==> config.mk <==
export PLATFORM = sky130hd
export DESIGN_NAME = display_scan_mux
export DESIGN_NICKNAME = d
export VERILOG_FILES = /design/src/rtl/disp_pkg.sv /design/src/rtl/scan_prescaler.sv /design/src/rtl/display_scan_mux.sv
export SDC_FILE = /design/constraint.sdc
export NUM_CORES = 1
export LEC_CHECK = 0
export ABC_AREA = 1
export CORE_AREA = 2 2 81 142
export DETAILED_ROUTE_END_ITERATION = 12
export DIE_AREA = 0 0 83 144
export PLACE_DENSITY = 0.57
export SLEW_MARGIN = 20
export SYNTH_ARGS = -nofsm -noshare
export SYNTH_HDL_FRONTEND = slang
export SYNTH_SLANG_ARGS = --single-unit
==> constraint.sdc <==
create_clock -name clk -period 3.1 [get_ports clk]
set_clock_uncertainty 0.15 [all_clocks]
set_input_delay 0.62 -clock clk [delete_from_list [all_inputs] [get_ports clk]]
set_output_delay 0.62 -clock clk [all_outputs]
set_load 0.05 [all_outputs]
==> src/rtl/disp_pkg.sv <==
// Shared types and constants for the 4-digit multiplexed 7-segment display path.
package disp_pkg;

  localparam int unsigned NUM_DIGITS = 4;

  typedef logic [1:0] digit_idx_t;
  typedef logic [7:0] seg_t;

  localparam seg_t       SEG_BLANK = 8'hFF;
  localparam seg_t       SEG_ZERO  = 8'h03;
  localparam logic [3:0] ANODE_OFF = 4'hF;

  // Leading-zero suppress mask; digit 1 (bit 0) is never suppressed.
  function automatic logic [NUM_DIGITS-1:0] lead_zero_mask(input seg_t d4, input seg_t d3,
                                                           input seg_t d2);
    logic [NUM_DIGITS-1:0] m;
    m    = '0;
    m[3] = (d4 == SEG_ZERO);
    m[2] = m[3] && (d3 == SEG_ZERO);
    m[1] = m[2] && (d2 == SEG_ZERO);
    return m;
  endfunction

endpackage

==> src/rtl/scan_prescaler.sv <==
// Slot-rate prescaler: wraps every PRESCALE_DIV enabled cycles and flags the
// leading BLANK_CYCLES of each slot for anti-ghosting.
module scan_prescaler #(
  parameter int unsigned PRESCALE_DIV = 100000,
  parameter int unsigned BLANK_CYCLES = 1000
) (
  input  logic clk,
  input  logic reset_n,
  input  logic en,
  output logic slot_tick,
  output logic in_blank
);

  localparam int unsigned CW = (PRESCALE_DIV > 1) ? $clog2(PRESCALE_DIV) : 1;
  localparam logic [CW-1:0] TERM = CW'(PRESCALE_DIV - 1);

  logic [CW-1:0] cnt;

  always_ff @(posedge clk or negedge reset_n) begin
    if (!reset_n) begin
      cnt <= '0;
    end else if (en) begin
      cnt <= (cnt == TERM) ? '0 : cnt + CW'(1);
    end
  end

  assign slot_tick = en && (cnt == TERM);

  // BLANK_CYCLES of zero removes the comparator entirely.
  if (BLANK_CYCLES == 0) begin : g_no_blank
    assign in_blank = 1'b0;
  end else begin : g_blank
    localparam logic [CW-1:0] BL = CW'(BLANK_CYCLES);
    assign in_blank = (cnt < BL);
  end

endmodule

==> src/rtl/display_scan_mux.sv <==
// 4-digit common-anode scan multiplexer with frame-aligned shadow loading.
// Optional macro LEADING_ZERO_BLANK_EN enables leading-zero digit suppression.
module display_scan_mux
  import disp_pkg::*;
#(
  parameter int unsigned PRESCALE_DIV = 100000,
  parameter int unsigned BLANK_CYCLES = 1000
) (
  input  logic       clk,
  input  logic       reset_n,
  input  logic       en,
  input  logic [7:0] catodo1,
  input  logic [7:0] catodo2,
  input  logic [7:0] catodo3,
  input  logic [7:0] catodo4,
  input  logic       upd_valid,
  output logic       upd_ack,
  output logic [3:0] anodo,
  output logic [7:0] catodo,
  output logic       frame_done
);

  logic       slot_tick;
  logic       in_blank;
  logic       boundary_c;
  logic       load_c;
  logic       digit_off_c;
  digit_idx_t idx;
  seg_t       shadow [NUM_DIGITS];

  scan_prescaler #(
    .PRESCALE_DIV(PRESCALE_DIV),
    .BLANK_CYCLES(BLANK_CYCLES)
  ) u_prescaler (
    .clk      (clk),
    .reset_n  (reset_n),
    .en       (en),
    .slot_tick(slot_tick),
    .in_blank (in_blank)
  );

  assign boundary_c = slot_tick && (idx == digit_idx_t'(NUM_DIGITS - 1));
  assign load_c     = boundary_c && upd_valid;

  always_ff @(posedge clk or negedge reset_n) begin
    if (!reset_n) begin
      idx <= '0;
    end else if (slot_tick) begin
      idx <= idx + digit_idx_t'(1);
    end
  end

  // Shadows change only at a frame boundary so a frame never mixes digits.
  always_ff @(posedge clk or negedge reset_n) begin
    if (!reset_n) begin
      for (int i = 0; i < NUM_DIGITS; i++) shadow[i] <= SEG_ZERO;
      upd_ack    <= 1'b0;
      frame_done <= 1'b0;
    end else begin
      frame_done <= boundary_c;
      upd_ack    <= load_c;
      if (load_c) begin
        shadow[0] <= catodo1;
        shadow[1] <= catodo2;
        shadow[2] <= catodo3;
        shadow[3] <= catodo4;
      end
    end
  end

`ifdef LEADING_ZERO_BLANK_EN
  logic [NUM_DIGITS-1:0] suppress;

  always_ff @(posedge clk or negedge reset_n) begin
    if (!reset_n) begin
      suppress <= 4'b1110;
    end else if (load_c) begin
      suppress <= lead_zero_mask(catodo4, catodo3, catodo2);
    end
  end

  assign digit_off_c = suppress[idx];
`else
  assign digit_off_c = 1'b0;
`endif

  always_ff @(posedge clk or negedge reset_n) begin
    if (!reset_n) begin
      anodo  <= ANODE_OFF;
      catodo <= SEG_BLANK;
    end else if (!en || in_blank || digit_off_c) begin
      anodo  <= ANODE_OFF;
      catodo <= SEG_BLANK;
    end else begin
      anodo  <= ~(4'b0001 << idx);
      catodo <= shadow[idx];
    end
  end

endmodule

==> impl_results.md <==
* Fmax at 0.411 GHz
* Worst slew pin tran at 525 ps
* Synth Area in XOR/XNOR at 1.38%
* Post-CTS setup buffer count at 0
* EDFF count, synth at 0
* DP Cell Count at 558
* Number of global-route vias before repair at 2,819
* GPL Wtd Cong at 0.893
* Mapped Cells at 388
* Slew HR at 65.0%
* Routed vias at 2,723
* # H-tree levels at 3
* Critical path class: reg2out
* Post-Syn Area at 0.00318 sq mm
* Initial antenna violation count at 0
* Area of the core at 0.0109 sq mm
* Setup crit end kind: output pin
* Max-capacitance violation count at 0
* # setup viols final at 0
* Fin nets at 479
* Max clock buf depth at 2
* Max incr delay on CP at 800 ps
* TritonCTS Sinks at 65
* Crit path buffers/inverters at 1
* Crit path launch type: register
* Antenna cells at 0
* Mux contribution to synthesized area at 0%
* Area Overhead vs Synth at 28.0%
* Die Footprint at 0.0120 sq mm
* Final Non-Filler Cells at 575
* Worst vdd ir at 257 uV
* Compound-Gate Fraction of Synth Area at 5.07%
* Total Wirelength at 8.09 mm
* Post-Syn Nets at 429
* Unrepaired setup endpoints after global routing: false
* Final HPWL DP at 5.96 mm
* Total grt overflow at 0
* First-iteration detailed-routing DRC count at 170
* Worst hold path class: reg2reg
* Vias per cell at 4.74
* Critical Path RT at 2330 ps
* Antenna-violating nets left at 0
* Row count at 51
* Root buffer cell: clkbuf_16
* WHS at 314 ps
* Maximum number of pins on one net before global-route repair at 60
* Post-Synth Simple-Gate Area at 32.3%
* First-pass GRT wire length at 13.3 mm
* Synth cell types at 30
* Largest family of logic cells by synthesized area: simple AND/OR/NAND/NOR gates
* Fin crit period at 2430 ps
* Outcome: complete, no violations
* Syn avg cell area at 8.20 sq um
* Fin Setup TNS at 0 ps
* Chip Width at 83 um
* Clk slew on worst S/H paths at 60 ps
* Total GRT Usage at 14.2%
* Pre-antenna DRT Iters at 4
* Port Buf Inserts at 49
* Drt wl/cell at 14.1 um
* Top Family by Delay on Critical Path: buffers and inverters
* Die H at 144 um
* I/O pin cnt at 50
* DRC violations left at 0
* Post-Synth Adder-Cell Area at 1.97%
* Arrival time at the worst endpoint at 1660 ps
* Crit-path slowest cell: clkdlybuf4s50_1
* PwrDens at 529 mW/mm^2
* Clk Latency, worst-skew pair at 330 ps
* Async SR Flop Fraction at 100%
* Leak pwr at 1.98 nW
* Synth Register Bits at 65
* Final Hold Vio Count at 0
* Fill cell count at 1,121
* Final Max Tran Viols at 0
* CTS tree: built
* YS warnings at 0
* Primary FF master, synth: dfrtp_1
* CTS Buf Count at 9
* Starting density of the core at 29.1%
* Sequential area share after synthesis at 51.9%
* Ratio of cells with drive above 1 in the final layout at 12.0%
* Worst-path maximum fanout at 1
* Tcrit/Tclk final at 78.5%
* Critical path cell sequence: clkdlybuf4s50_1
flip-flops by register name, indices dropped and copies added, names as in the netlist:
| name | cells |
|---|---|
| anodo | 4 |
| catodo | 8 |
| frame_done | 1 |
| idx | 2 |
| shadow | 32 |
| u_prescaler.cnt | 17 |
| upd_ack | 1 |
synth_stat cells, types with 2 or more instances:
master    number  area, sq um
a21oi_1        3         15.0
buf_2          4         20.0
buf_4          3         22.5
buf_8          3         45.0
clkbuf_1       5         18.8
clkinv_1       3         11.3
dfrtp_1       45         1130
dfstp_2       20          526
ha_1           5         62.6
inv_1         25         93.8
inv_2          2         7.51
nand2_1      109          409
nand3_1       50          250
nand4_1        5         31.3
nor2_1        57          214
nor2_2         3         18.8
nor3_1         6         30.0
o21ai_0       23          115
o21bai_1       2         15.0
xor2_1         5         43.8
layout by cell type (no fill, tap or decap), types with 6 or more instances in the layout:
cell type and instances:
nor2_1 57, dfrtp_1 45, clkbuf_16 9, inv_1 25
o21ai_0 23, nor3_1 6, nand3_1 50, nand2_1 109
clkdlybuf4s50_1 48, dfstp_2 20
logic make-up (layout without fill, tap and decap cells):
logic type	after synthesis	count (layout)
and+or+nand+nor	236	236
DFF	65	65
buffers and inverters	47	102
xor gates and xnor gates	5	5
AOI/OAI and AO/OA	30	30
adders and majority gates	5	5
metal layers:
layer / GRT usage, % / share of wire, % / vias to the layer above
met5: 0 / 0 / -
met4: 8.63 / 4.1 / 0
met3: 2.40 / 3.3 / 23
met2: 26.1 / 53 / 63
met1: 15.0 / 39 / 1300
li1: - / - / 1337
worst paths after layout:
path                                         start                  to  slack, ps  cells after the start
worst max-delay path                     catodo[6]           catodo[6]        670                      1
worst min-delay path                     shadow[0]           shadow[0]        310                      2
worst max register to register  u_prescaler.cnt[1]           shadow[7]       1070                      9
worst min register to register           shadow[0]           shadow[0]        310                      2
max in group asynchronous                  reset_n           shadow[9]       1670                      3
min in group asynchronous                  reset_n  u_prescaler.cnt[8]        520                      2
power by group:
part | internal (mW) | leakage, nW | switching [mW]
sequential | 0.888 | 0.807 | 0.0411
combinational | 0.0916 | 1.03 | 0.126
clock | 0.641 | 0.142 | 0.368
total | 1.62 | 1.98 | 0.535
what timing repair did:
item | 4_1_cts | 5_1_grt
gates resized for setup | 0 | 0
hold buffers | 1 | 0
endpoints found under the hold margin | 6 | 0
metrics by stage:
step	total power, mW	utilization [%]	setup slack, ps	instance area (sq um)
after floorplan	1.05	-	1450	3180
after global placement	1.16	34.5	536	3760
after detailed placement	1.16	34.5	494	3760
after CTS	2.18	37.3	652	4070
after global routing	2.23	37.3	576	4070
final	2.16	37.3	667	4070
final cells by class:
cell class	instances	area, sq um	share of cell area, %
well taps	132	165	4.06
flip-flops and latches	65	1650	40.6
inverters	31	118	2.89
clock inverters	5	55.1	1.35
clock buffers	11	243	5.96
multi-input cells	276	1290	31.8
repair buffers	55	546	13.4
No activity file was read; power rests on OpenSTA's default activity.
